$ cat config.mk
export PLATFORM = sky130hd
export DESIGN_NAME = i2s_dac_transmitter
export DESIGN_NICKNAME = d
export VERILOG_FILES = /design/src/rtl/i2s_dac_transmitter_pkg.sv /design/src/rtl/i2s_dac_transmitter_fifo.sv /design/src/rtl/i2s_dac_transmitter.sv
export SDC_FILE = /design/constraint.sdc
export NUM_CORES = 1
export LEC_CHECK = 0
export ABC_AREA = 1
export BUFFER_PORTS_ARGS = -buffer_cell sky130_fd_sc_hd__buf_2
export CORE_MARGIN = 3
export CORE_UTILIZATION = 54
export DETAILED_ROUTE_END_ITERATION = 8
export GPL_TIMING_DRIVEN = 0
export PLACE_DENSITY = 0.81
export SYNTH_ARGS = -nofsm -noshare
export SYNTH_HDL_FRONTEND = slang
export SYNTH_SLANG_ARGS = --single-unit
$ cat constraint.sdc
create_clock -name clk -period 3.5 [get_ports clk]
set_clock_uncertainty 0.2 [all_clocks]
set_input_delay 0.7 -clock clk [delete_from_list [all_inputs] [get_ports clk]]
set_output_delay 0.7 -clock clk [all_outputs]
set_load 0.02 [all_outputs]
$ cat src/rtl/i2s_dac_transmitter_pkg.sv
`default_nettype none
// ============================================================================
// Module      : i2s_pkg
// Description : Shared width, channel and state encodings for the I2S DAC path.
// Revision    : 1.0 - initial release
// ============================================================================
package i2s_pkg;

    localparam int I2S_DATA_WIDTH = 24;

    typedef enum logic [0:0] {
        CH_LEFT  = 1'b0,
        CH_RIGHT = 1'b1
    } i2s_ch_e;

    typedef enum logic [0:0] {
        ST_IDLE  = 1'b0,
        ST_SHIFT = 1'b1
    } i2s_tx_state_e;

endpackage
`default_nettype wire

$ cat src/rtl/i2s_dac_transmitter_fifo.sv
`default_nettype none
// ============================================================================
// Module      : i2s_tx_fifo
// Description : Synchronous stereo-pair FIFO with registered full flag and level.
// Revision    : 1.0 - initial release
// ============================================================================
module i2s_tx_fifo #(
    parameter int WIDTH = 48,
    parameter int DEPTH = 4
) (
    input  logic                     clk,
    input  logic                     reset,
    input  logic                     i_push,
    input  logic                     i_pop,
    input  logic [WIDTH-1:0]         i_data,
    output logic [WIDTH-1:0]         o_data,
    output logic                     o_full,
    output logic                     o_empty,
    output logic [$clog2(DEPTH):0]   o_level
);

    localparam int c_ptr_w = $clog2(DEPTH);
    localparam logic [c_ptr_w:0] c_full_level = (c_ptr_w + 1)'(DEPTH);

    logic [WIDTH-1:0]   r_mem [DEPTH];
    logic [c_ptr_w-1:0] r_wr_ptr;
    logic [c_ptr_w-1:0] r_rd_ptr;
    logic [c_ptr_w:0]   r_level;
    logic [c_ptr_w:0]   w_level_next;
    logic               r_full;
    logic               w_do_push;
    logic               w_do_pop;

    assign w_do_push = i_push && !r_full;
    assign w_do_pop  = i_pop && (r_level != '0);

    always_comb begin
        w_level_next = r_level;
        if (w_do_push && !w_do_pop) begin
            w_level_next = r_level + 1'b1;
        end else if (w_do_pop && !w_do_push) begin
            w_level_next = r_level - 1'b1;
        end
    end

    always_ff @(posedge clk) begin
        if (reset) begin
            r_wr_ptr <= '0;
            r_rd_ptr <= '0;
            r_level  <= '0;
            r_full   <= 1'b0;
        end else begin
            if (w_do_push) begin
                r_wr_ptr <= r_wr_ptr + 1'b1;
            end
            if (w_do_pop) begin
                r_rd_ptr <= r_rd_ptr + 1'b1;
            end
            r_level <= w_level_next;
            // Full is decided from the next level so ready drops right after the last slot fills
            r_full  <= (w_level_next == c_full_level);
        end
    end

    always_ff @(posedge clk) begin
        if (w_do_push) begin
            r_mem[r_wr_ptr] <= i_data;
        end
    end

    assign o_data  = r_mem[r_rd_ptr];
    assign o_full  = r_full;
    assign o_empty = (r_level == '0);
    assign o_level = r_level;

endmodule
`default_nettype wire

$ cat src/rtl/i2s_dac_transmitter.sv
`default_nettype none
// ============================================================================
// Module      : i2s_dac_transmitter
// Description : I2S slave serialiser for WM8731 DACDAT. Macro I2S_TX_HOLD_LAST_EN
//               repeats the last pair on underflow instead of muting.
// Revision    : 1.0 - initial release
// ============================================================================
module i2s_dac_transmitter
    import i2s_pkg::*;
#(
    parameter int DATA_WIDTH = I2S_DATA_WIDTH,
    parameter int FIFO_DEPTH = 4
) (
    input  logic                          clk,
    input  logic                          reset,
    input  logic                          i_aud_bclk,
    input  logic                          i_aud_daclrck,
    output logic                          o_aud_dacdat,
    input  logic                          i_sample_valid,
    input  logic [DATA_WIDTH-1:0]         i_sample_left,
    input  logic [DATA_WIDTH-1:0]         i_sample_right,
    output logic                          o_sample_ready,
    output logic [$clog2(FIFO_DEPTH):0]   o_fifo_level,
    output logic                          o_underflow
);

    logic r_bclk_meta, r_bclk_sync, r_bclk_hist;
    logic r_lr_meta, r_lr_sync, r_lr_prev;
    logic w_bclk_fall, w_lr_edge, w_left_start, w_right_start;
    i2s_ch_e w_lr_now;

    i2s_tx_state_e           r_state, w_state_next;
    logic [DATA_WIDTH-1:0]   r_shift, w_shift_next;
    logic [DATA_WIDTH-1:0]   r_hold_l, w_hold_l_next;
    logic [DATA_WIDTH-1:0]   r_hold_r, w_hold_r_next;
    logic                    r_dacdat, w_dacdat_next;
    logic                    r_underflow, w_underflow;

    logic [2*DATA_WIDTH-1:0] w_fifo_rd_data;
    logic                    w_fifo_full, w_fifo_empty, w_push, w_pop;

    always_ff @(posedge clk) begin
        if (reset) begin
            r_bclk_meta <= 1'b0;
            r_bclk_sync <= 1'b0;
            r_bclk_hist <= 1'b0;
            r_lr_meta   <= 1'b0;
            r_lr_sync   <= 1'b0;
            r_lr_prev   <= 1'b0;
        end else begin
            r_bclk_meta <= i_aud_bclk;
            r_bclk_sync <= r_bclk_meta;
            r_bclk_hist <= r_bclk_sync;
            r_lr_meta   <= i_aud_daclrck;
            r_lr_sync   <= r_lr_meta;
            if (w_bclk_fall) begin
                r_lr_prev <= r_lr_sync;
            end
        end
    end

    assign w_bclk_fall   = r_bclk_hist && !r_bclk_sync;
    assign w_lr_now      = i2s_ch_e'(r_lr_sync);
    assign w_lr_edge     = w_bclk_fall && (r_lr_sync != r_lr_prev);
    assign w_left_start  = w_lr_edge && (w_lr_now == CH_LEFT);
    assign w_right_start = w_lr_edge && (w_lr_now == CH_RIGHT);

    assign o_sample_ready = !w_fifo_full;
    assign w_push         = i_sample_valid && o_sample_ready;

    i2s_tx_fifo #(
        .WIDTH (2 * DATA_WIDTH),
        .DEPTH (FIFO_DEPTH)
    ) u_fifo (
        .clk     (clk),
        .reset   (reset),
        .i_push  (w_push),
        .i_pop   (w_pop),
        .i_data  ({i_sample_left, i_sample_right}),
        .o_data  (w_fifo_rd_data),
        .o_full  (w_fifo_full),
        .o_empty (w_fifo_empty),
        .o_level (o_fifo_level)
    );

    // The frame-start fall drives 0 (one-BCLK I2S delay); zeros shifted in give the padding
    always_comb begin
        w_state_next  = r_state;
        w_shift_next  = r_shift;
        w_hold_l_next = r_hold_l;
        w_hold_r_next = r_hold_r;
        w_dacdat_next = r_dacdat;
        w_pop         = 1'b0;
        w_underflow   = 1'b0;
        if (w_left_start) begin
            w_state_next  = ST_SHIFT;
            w_dacdat_next = 1'b0;
            if (!w_fifo_empty) begin
                w_pop         = 1'b1;
                w_hold_l_next = w_fifo_rd_data[2*DATA_WIDTH-1:DATA_WIDTH];
                w_hold_r_next = w_fifo_rd_data[DATA_WIDTH-1:0];
                w_shift_next  = w_fifo_rd_data[2*DATA_WIDTH-1:DATA_WIDTH];
            end else begin
                w_underflow = 1'b1;
`ifdef I2S_TX_HOLD_LAST_EN
                w_shift_next = r_hold_l;
`else
                w_hold_l_next = '0;
                w_hold_r_next = '0;
                w_shift_next  = '0;
`endif
            end
        end else if (w_bclk_fall && (r_state == ST_SHIFT)) begin
            if (w_right_start) begin
                w_dacdat_next = 1'b0;
                w_shift_next  = r_hold_r;
            end else begin
                w_dacdat_next = r_shift[DATA_WIDTH-1];
                w_shift_next  = r_shift << 1;
            end
        end
    end

    always_ff @(posedge clk) begin
        if (reset) begin
            r_state     <= ST_IDLE;
            r_shift     <= '0;
            r_hold_l    <= '0;
            r_hold_r    <= '0;
            r_dacdat    <= 1'b0;
            r_underflow <= 1'b0;
        end else begin
            r_state     <= w_state_next;
            r_shift     <= w_shift_next;
            r_hold_l    <= w_hold_l_next;
            r_hold_r    <= w_hold_r_next;
            r_dacdat    <= w_dacdat_next;
            r_underflow <= w_underflow;
        end
    end

    assign o_aud_dacdat = r_dacdat;
    assign o_underflow  = r_underflow;

endmodule
`default_nettype wire
After elaboration in Yosys (flattened, before gate mapping)
Memories as Yosys holds them, arrays and structs flattened. A register that Yosys moved wholly into a read port is not among the register bits.
Index checks and enable logic that the tools add are counted.
Operators by class
  add/sub/neg operators: 4
  bitwise operators: 2
  div/mod/pow operators: 0
  reductions and logical operators: 19
  shift operators: 0
  eq/ne operators: 2
  mux-type cells: 15
  order comparisons: 0
  multiply operators: 0
Operators by type and width (count)
  $mux W24: 5
  $logic_and A1 B1 Y1: 10
  $mux W1: 6
  $mux W3: 2
  $add A2 B1 Y2 const B: 2
  $logic_not A1 Y1: 4
  $mux W2: 2
  $reduce_or A2 Y1: 2
  $add A3 B1 Y3 const B: 1
  $eq A3 B3 Y1 const B: 1
  $logic_not A3 Y1: 1
  $reduce_bool A3 Y1: 1
  $sub A3 B1 Y3 const B: 1
  $not A1 Y1: 2
  $reduce_bool A2 Y1: 1
  $ne A1 B1 Y1: 1
Word-level totals
  ROM bits: 0
  bits in writable memories: 192
  memories kept: 1
  latch bits: 0
  register bits after elaboration: 65
Memory list
  u_fifo.r_mem: depth 4, width 48, read ports 1, clocked after Yosys merged registers in 1, wr ports 1, RTL line i2s_dac_transmitter_fifo.sv:25  | logic [WIDTH-1:0] r_mem [DEPTH];

Logic depth before layout (Yosys ltp)
Gate-level depths: netlist of the first run.
  word-level depth: 10
  gate-level depth with buffers: 10
  gate-level depth less buffers: 10

Modules after synthesis
Synthesis of the first run repeated with hierarchy kept, for this count alone.
Second synthesis, totals
  cell total of the unflattened synthesis: 997
  area, all modules: 11090.6 um2
By module, submodules not included
  i2s_tx_fifo: cells an instance 540, instances 1, area an instance 8090.3 um2
  i2s_dac_transmitter: cells an instance 457, instances 1, area an instance 3000.4 um2

Least setup slack after synthesis of the first run
Ideal clock, no wire load.
  kind: input-to-reg
  from: input i_sample_valid
  to: memory u_fifo.r_mem[0][0] (enable)
  setup slack: -152 ps
  arrival: 2998 ps
  library setup time: 454 ps
  buffers on the path: 1
  cell stages on the path: 3
  data required time: 2846 ps
  path through: nand2_1 > clkbuf_1 > nor2_1
On the way
  word-level cells in the longest chain between the ends: 4
Ends and longest elaborated chain
  from (decl): RTL line i2s_dac_transmitter.sv:19  | input logic i_sample_valid,
  $logic_and A1 B1 Y1: RTL line i2s_dac_transmitter.sv:69  | assign w_push = i_sample_valid && o_sample_ready;
  $logic_and A1 B1 Y1: RTL line i2s_dac_transmitter_fifo.sv:34  | assign w_do_push = i_push && !r_full;
  $mux W1: RTL line i2s_dac_transmitter_fifo.sv:66  | if (w_do_push) begin
  $mux W1 (implied by the code): RTL line i2s_dac_transmitter_fifo.sv:67  | r_mem[r_wr_ptr] <= i_data;
  to (decl): RTL line i2s_dac_transmitter_fifo.sv:25
No other way between the ends.

Final worst setup path of the first run
  from: register u_fifo.r_full (netlist: u_fifo.o_full)
  to: memory u_fifo.r_mem[3][7] (enable)
On the way
  word-level cells in the longest chain between the ends: 5
Ends and longest elaborated chain
  from (decl): RTL line i2s_dac_transmitter_fifo.sv:30  | logic r_full;
  from (signal assigned): RTL line i2s_dac_transmitter_fifo.sv:61  | r_full <= (w_level_next == c_full_level);
  $logic_not A1 Y1 (*): RTL line i2s_dac_transmitter_fifo.sv:34, i2s_dac_transmitter.sv:68
  $logic_and A1 B1 Y1: RTL line i2s_dac_transmitter.sv:69
  $logic_and A1 B1 Y1 (*): RTL line i2s_dac_transmitter_fifo.sv:34
  $mux W1 (*): RTL line i2s_dac_transmitter_fifo.sv:66
  $mux W1 (implied by the code) (*): RTL line i2s_dac_transmitter_fifo.sv:67
Mark *: on every way between the ends. The rest lies on a longest branch, timed or not.

==> impl_metrics.csv, run 1 <==
group,metric,value,unit
outcome,status,"finished clean",
floorplan,num_rows,49,
job,maxCapViolCount,0,
worst_setup_path,cp.required,3.53,ns
grt,track_usage,23.0,%
clock_tree,cts_sinks,259,
sta,finalCritPeriodShare,66.4,%
yosys,syn_area_per_cell,11.2,um2
worst_setup_path,critical_path_arrival,2.36,ns
worst_setup_path,end_kind,"register",
drt,drc_errors,0,
grt,grt_pass1_wl,36.6,mm
floorplan,die_h,143,um
hold_path,holdCritPathClass,"in2reg",
sta,max_freq,430,MHz
worst_setup_path,path_cells,"inv_1, nand2_1, clkbuf_1, nor2_4, buf_12",
yosys,async_reset_ff_share,0,%
clock_tree,post_cts_buffers,0,
drt,via_per_inst,5.75,
clock_tree,cts_buffer_depth,3,
place,numPortBuffers,58,
clock_tree,cts_made_buffers,26,
clock_tree,clkLatencyLatePin,0.54,ns
pwr,peakVddDrop,0.000438,V
grt,grt_max_degree,29,
sta,post-route-min-period,2.33,ns
drt,drtIter0Drc,904,
place,globalplace.congestion,0.939,
pwr,power.leakage,4.30,nW
yosys,synthCells,900,
yosys,synth_edf_count,192,
yosys,ys_warn_count,0,
worst_setup_path,critical_path_class,"reg2reg",
sta,rsz0062_at_grt,"false",
drt,avgRoutedWirePerCell,18.9,um
sta,slew_violations,0,
sta,finalSetupViolations,0,
grt,antenna_found_initial,0,
sta,finalHoldViolCount,0,
pwr,power,6.52,mW
worst_setup_path,crit_path_start_kind,"register",
clock_tree,postCtsHoldBufs,0,
grt,grt_pass1_vias,7165,
worst_setup_path,slowest_delay,0.76,ns
yosys,yosysTopAreaCell,"edfxtp_1",
yosys,synth_fp_nets,960,
yosys,ys_ff_latch,259,
floorplan,dieArea,20400,um2
floorplan,floorplan.initialDensity,55.5,%
clock_tree,htree_levels,1,
yosys,synth.most_common_cell,"edfxtp_1",
clock_tree,cts.clk_slew.worst_paths,0.06,ns
worst_setup_path,path_max_fanout,25,
final_layout,drive_gt1_share,14.5,%
drt,drtAntennaViolNets,0,
floorplan,core_region_area,18200,um2
yosys,yosysUniqueCellTypes,33,
floorplan,io_pins,59,
place,dp_hpwl,15.4,mm
yosys,ys_seq_area_share,70.3,%
yosys,synthFlopType,"edfxtp_1",
yosys,netlist_area,10100,um2
pwr,power.density,559,nW/um2
sta,worstMarginPinSlew,0.882,ns
drt,vias,7124,
final_layout,postLayoutCoreUtil,64.1,%
clock_tree,clockRootBuffer,"clkbuf_16",
floorplan,fp.dieW,143,um
grt,gr-total-overflow,0,
drt,routed_wl,23.4,mm
drt,firstDrtPassIters,5,
clock_tree,cts_tree,"yes",
yosys,yosysTopAreaCellShare,57.0,%
final_layout,syn_to_final_growth,15.4,%
clock_tree,cts.repair.resized,0,
sta,relSlewSlack,41.0,%
final_layout,nets,1050,
yosys,synthTopCellsByArea,"edfxtp_1 57%, dfxtp_1 13%, o21ai_0 5.4%",
worst_setup_path,cp_slowest_cell,"nor2_4",
final_layout,n_antenna_cell,0,
yosys,synthTopCellsByCount,"192 x edfxtp_1, 117 x nand2_1, 114 x nor2_1",
==> flip-flops by register name, indices dropped and copies added (netlist names), named ones only <==
register,cells
u_fifo.r_mem,192
r_hold_r,24
r_shift,24
u_fifo.o_level,3
u_fifo.r_rd_ptr,2
u_fifo.r_wr_ptr,2
o_aud_dacdat,1
o_underflow,1
r_bclk_hist,1
r_bclk_meta,1
r_bclk_sync,1
r_lr_meta,1
r_lr_prev,1
r_lr_sync,1
r_state,1
u_fifo.o_full,1
==> power by group <==
group	total (mW)	internal (mW)	switching (mW)
clock network	2.82	1.67	1.16
logic	0.254	0.0755	0.178
registers	3.44	3.42	0.0282
total	6.52	5.16	1.36
==> metal layers <==
layer | track usage [%] | wire (um)
met1 | 29.8 | 9360
met2 | 39.0 | 11600
met3 | 3.55 | 1660
met4 | 9.10 | 786
met5 | 0 | 0
==> layout by cell type, fill, tap and decap left out, types with 26 or more instances in the layout <==
cell type / instances
o21ai_0: 109
edfxtp_1: 192
o22ai_1: 32
clkbuf_1: 30
nand2_1: 117
clkbuf_16: 26
nor2_1: 110
buf_2: 78
inv_1: 60
dfxtp_1: 67
nand3_1: 78
==> critical path: cells and delay by family (launching register included) <==
kind	cells	cell delay, ns
and+or+nand+nor	2	0.84
DFF	1	0.31
buffers and inverters	3	0.66
==> cells by family after synthesis <==
kind of cell,Yosys count,synth area share (%)
adder cells (fa/ha/maj),7,0.866
AND/OR/NAND/NOR,324,13.5
XOR/XNOR,1,0.0866
AO/OA/AOI/OAI,190,10.1
buffers and inverters,119,5.07
flip-flops,259,70.3
==> stage by stage <==
step | setup slack [ns] | cell area [um2] | std cells | TNS [ns] | hold WS [ns]
after CTS | 1.14 | 11700 | 1238 | 0 | 0.156
after floorplan | -0.152 | 10100 | 900 | -29.23 | 0.188
after global placement | -1.79 | 10700 | 1187 | -337.78 | 0.196
after detailed placement | 0.716 | 10800 | 1191 | 0 | 0.204
after global routing | 1.06 | 11700 | 1238 | 0 | 0.160
final | 1.17 | 11700 | 1238 | 0 | 0.169
==> layout make-up <==
type | count | area [um2]
Clock inverter | 16 | 198
Timing Repair Buffer | 62 | 370
Fill cell | 1325 | 6540
Multi-Input combinational cell | 522 | 2520
Tap cell | 229 | 287
Inverter | 65 | 244
Sequential cell | 259 | 7110
Clock buffer | 31 | 669
Buffer | 54 | 269
==> worst paths after layout <==
check / slack, ns / start / depth (start not counted) / endpoint
hold reg to reg: 0.21 / r_bclk_meta / 2 / r_bclk_sync
hold / removal: 0.17 / i_aud_bclk / 3 / r_bclk_meta
setup reg to reg: 1.17 / u_fifo.o_full / 5 / u_fifo.r_mem[3][7]
setup / recovery: 1.17 / u_fifo.o_full / 5 / u_fifo.r_mem[3][7]
(Power assumes the default switching activity.)
==> run 2: changes to the inputs <==
clock period = 2 ns   (was 3.5 ns; I/O delays follow)
==> impl_metrics.csv, run 2 (synthesis gave the netlist of run 1 again) <==
group,metric,value,unit
floorplan,floorplan.initialDensity,55.5,%
place,placedCellCount,1191,
worst_setup_path,critical_path_arrival,2.14,ns
hold_path,hold_depth,4,
drt,routed_wl,24.1,mm
sta,finalCritPeriodShare,98.8,%
sta,post-route-min-period,1.98,ns
worst_setup_path,end_kind,"register",
final_layout,regMostFlops,"u_fifo.r_mem",
drt,drtAntennaViolNets,0,
final_layout,layout_commonest_cell,"edfxtp_1",
clock_tree,cts_tree,"yes",
worst_setup_path,reg2reg_depth,8,
final_layout,nets,1105,
grt,track_usage,23.4,%
pwr,comb_power_share,5.0,%
pwr,power.switching,2.30,mW
job,maxCapViolCount,0,
clock_tree,htree_levels,1,
worst_setup_path,crit_path_start_kind,"input port",
clock_tree,cts.clk_slew.worst_paths,0.06,ns
pwr,p_int,8.86,mW
clock_tree,cts_buffer_depth,3,
clock_tree,clkLatencyLatePin,0.52,ns
clock_tree,cts_made_buffers,25,
grt,antenna_found_initial,0,
pwr,p_sw_share,20.6,%
pwr,pwr-share-seq,54.0,%
drt,avgRoutedWirePerCell,18.7,um
pwr,power,11.2,mW
sta,slew_violations,0,
sta,max_freq,506,MHz
place,numPortBuffers,58,
final_layout,syn_to_final_growth,20.6,%
clock_tree,cts_sinks,259,
sta,rsz0062_at_grt,"true",
drt,drtIter0Drc,860,
worst_setup_path,cp.required,2.17,ns
drt,vias,7316,
pwr,power.density,915,nW/um2
grt,grt_pass1_vias,7199,
sta,finalHoldViolCount,0,
pwr,peakVddDrop,0.000861,V
grt,grt_max_degree,28,
floorplan,io_pins,59,
place,dp_hpwl,15.0,mm
drt,drc_errors,0,
outcome,status,"finished clean",
floorplan,num_rows,49,
grt,gr-total-overflow,0,
pwr,power.leakage,4.53,nW
sta,relSlewSlack,49.8,%
sta,finalSetupViolations,0,
final_layout,n_antenna_cell,0,
sta,worstMarginPinSlew,0.752,ns
drt,firstDrtPassIters,6,
final_layout,drive_gt1_share,15.1,%
worst_setup_path,critical_path_class,"in2reg",
final_layout,largest_register_ffs,192,
place,globalplace.congestion,0.877,
pwr,p_clk_share,41.0,%
floorplan,dieArea,20400,um2
drt,via_per_inst,5.67,
floorplan,die_h,143,um
final_layout,fin_cells,1290,
hold_path,holdCritPathClass,"in2reg",
clock_tree,clockRootBuffer,"clkbuf_16",
grt,grt_pass1_wl,37.4,mm
final_layout,top_regs,"u_fifo.r_mem: 192 flops, r_hold_r: 24 flops, r_shift: 24 flops",
floorplan,core_region_area,18200,um2
worst_setup_path,path_max_fanout,10,
final_layout,layout_common_cells,"192 x edfxtp_1, 115 x nand2_1, 110 x nor2_1",
floorplan,fp.dieW,143,um
-- run 2: cell type report --
type | count | area [um2]
multi-input combinational | 526 | 2560
fill | 1304 | 6010
clock buffer | 30 | 644
sequential | 259 | 7110
inverter | 65 | 244
timing repair buffer | 116 | 903
clock inverter | 13 | 143
tap | 229 | 287
buffer | 52 | 312
-- run 2: repair_timing --
action,CTS,global route
setup endpoints to repair,123,81
hold buffers,51,0
setup buffers,2,1
gates resized for setup,7,15
gates cloned,3,1
pin swaps,4,2
endpoints found under the hold margin,195,0
-- run 2: worst max-delay path, stage by stage --
cell and delay, ns:
dlygate4sd3_1 0.52, buf_2 0.13, clkinv_1 0.25, nand2_1 0.30, clkbuf_1 0.37, o21ai_0 0.16
-- run 2: per-layer routing --
layer,part of all wire [%],track usage [%]
met5,0,0
met4,3.3,7.45
met3,7.2,3.65
met2,50,40.5
met1,40,30.5
-- run 2: per-stage QoR --
step           hold WS, ns  cell area (um2)  setup TNS [ns]  util, %  setup WS [ns]
6_report             0.177            12200               0     67.0         0.0248
2_1_floorplan        0.188            10200               0        -         0.0128
3_5_place_dp         0.200            10800          -21.23     59.4         -0.216
4_1_cts              0.158            12200           -2.04     66.8        -0.0810
5_1_grt              0.183            12200          -0.198     67.0        -0.0417
3_3_place_gp         0.194            10700         -106.44     58.9         -0.572
-- run 2: power by group through the flow --
stage / combinational (mW) / sequential [mW] / clock, mW
after floorplan: 0.226 / 6.13 / 0
after CTS: 0.547 / 6.02 / 4.60
after global placement: 0.406 / 6.14 / 0
after detailed placement: 0.449 / 6.14 / 0
final: 0.557 / 6.02 / 4.58
after global routing: 0.605 / 6.04 / 4.84
-- run 2: path summary, 6_finish.rpt --
| check | start | endpoint | slack (ns) |
|---|---|---|---|
| worst max register to register | register | r_hold_r[2] | 0.07 |
| worst max-delay path | reset | r_hold_r[2] | 0.02 |
| worst min register to register | r_bclk_meta | r_bclk_sync | 0.21 |
| worst min-delay path | i_sample_valid | u_fifo.r_wr_ptr[1] | 0.18 |
==> run 3: changes to the inputs <==
REMOVE_ABC_BUFFERS = 1   (was default)
==> impl_metrics.csv, run 3 (synthesis gave the netlist of run 1 again) <==
group,metric,value,unit
worst_setup_path,reg2reg_depth,9,
sta,relSlewSlack,48.8,%
clock_tree,cts_buffer_depth,3,
job,maxCapViolCount,0,
clock_tree,clockRootBuffer,"clkbuf_16",
pwr,peakVddDrop,0.000762,V
grt,gr-total-overflow,0,
clock_tree,cts_made_buffers,26,
hold_path,min_from,"reset",
floorplan,core_region_area,18200,um2
worst_setup_path,path_max_fanout,35,
final_layout,finalInstanceArea,12400,um2
sta,finalHoldViolCount,0,
drt,routed_wl,23.7,mm
final_layout,layout_common_cells,"192 x edfxtp_1, 112 x nand2_1, 110 x nor2_1",
sta,finalSetupViolations,0,
clock_tree,cts_sinks,259,
sta,max_freq,516,MHz
hold_path,hold_depth,2,
sta,worstMarginPinSlew,0.768,ns
clock_tree,htree_levels,1,
drt,via_per_inst,5.76,
drt,drtAntennaViolNets,0,
drt,drc_errors,0,
grt,grt_max_degree,97,
clock_tree,cts_tree,"yes",
clock_tree,cts.clk_slew.worst_paths,0.06,ns
pwr,power.density,949,nW/um2
drt,avgRoutedWirePerCell,18.8,um
floorplan,num_rows,49,
final_layout,nets,1071,
final_layout,layout_commonest_cell,"edfxtp_1",
sta,post-route-min-period,1.94,ns
grt,grt_pass1_vias,7075,
sta,slew_violations,0,
final_layout,top_regs,"u_fifo.r_mem: 192 flops, r_hold_r: 24 flops, r_shift: 24 flops",
worst_setup_path,critical_path_class,"reg2reg",
drt,firstDrtPassIters,5,
clock_tree,clkLatencyLatePin,0.52,ns
place,place_ws,-0.844,ns
final_layout,n_antenna_cell,0,
pwr,power.leakage,4.58,nW
drt,vias,7256,
place,place_area,10600,um2
final_layout,register_area,7110,um2
final_layout,drive_gt1_share,15.1,%
floorplan,io_pins,59,
worst_setup_path,cp.required,2.20,ns
final_layout,largest_register_ffs,192,
final_layout,syn_to_final_growth,22.4,%
place,globalplace.congestion,0.741,
final_layout,fillers,1212,
floorplan,die_h,143,um
worst_setup_path,reg2reg_slack,0.06,ns
worst_setup_path,critical_path_arrival,2.14,ns
outcome,status,"finished clean",
hold_path,holdCritPathClass,"in2reg",
worst_setup_path,r2r-end,"r_shift[1]",
final_layout,postLayoutCoreUtil,68.0,%
worst_setup_path,crit_path_start_kind,"register",
grt,antenna_found_initial,0,
floorplan,floorplan.initialDensity,55.5,%
floorplan,dieArea,20400,um2
grt,track_usage,22.6,%
drt,drtIter0Drc,665,
grt,grt_pass1_wl,36.2,mm
sta,worst_slack,0.0616,ns
sta,finalCritPeriodShare,96.9,%
final_layout,multi_input_area,2600,um2
hold_path,whs_endpoint,"r_lr_sync",
worst_setup_path,end_kind,"register",
floorplan,fp.dieW,143,um
final_layout,regMostFlops,"u_fifo.r_mem",
place,numPortBuffers,58,
place,dp_hpwl,11.7,mm
[run 3: cell count changes in the layout (fill, tap and decap cells not counted), moves of 5 or more]
cell      change
buf_12        +7
clkbuf_1     -19
buf_2        -17
clkbuf_2      -5
buf_6         -5
[run 3: worst max-delay path by stage]
stage                        to  cells after the start
global placement    r_shift[13]                      7
global route         r_shift[1]                      8
floorplan           r_shift[11]                      7
finish               r_shift[1]                      9
CTS                 r_shift[13]                      7
detailed placement  r_hold_r[3]                      4
[run 3: per-layer routing]
metal / up-vias / track usage, % / part of all wire (%)
met5: - / 0 / 0
met4: 0 / 8.70 / 2.9
met3: 56 / 4.19 / 7.5
met2: 333 / 39.1 / 51
met1: 3494 / 28.3 / 39
li1: 3373 / - / -
[run 3: area by class of cell]
cell class	count	share of cell area, %
sequential	259	57.5
multi-input combinational	526	21.0
timing repair buffer	133	9.53
clock buffer	32	5.77
tap	229	2.31
inverter	65	2.23
clock inverter	16	1.71
[run 3: power breakdown]
part           switching (mW)  leakage (nW)  internal (mW)
Sequential             0.0487          2.31           5.97
Clock                    1.97         0.451           3.18
Combinational           0.359          1.82          0.219
Total                    2.38          4.58           9.37
[run 3: worst max-delay path, stage by stage, from the launching register on]
cell and delay (ns):
dfxtp_4 0.47, buf_12 0.26, inv_8 0.12, buf_16 0.19
o21ai_0 0.09, o22ai_1 0.09, nand2_1 0.07, nand3_1 0.10
nand3_1 0.12, inv_1 0.07
[run 3: timing repair]
item	CTS	global route
hold endpoints to repair	194	0
cloned	4	0
setup buffers	12	5
gates resized for setup	16	6
setup endpoints to repair	248	37
hold buffers	50	0
pin swaps	6	1
[run 3: stage by stage]
step	TNS, ns	hold slack (ns)	power [mW]	instances
detailed placement	-106.67	0.211	6.56	1141
global route	-0.0337	0.0389	12.1	1260
CTS	0	0.00215	11.8	1255
global placement	-764.86	0.212	6.53	1133
floorplan	-340.33	0.188	6.35	846
finish	0	0.0240	11.8	1260
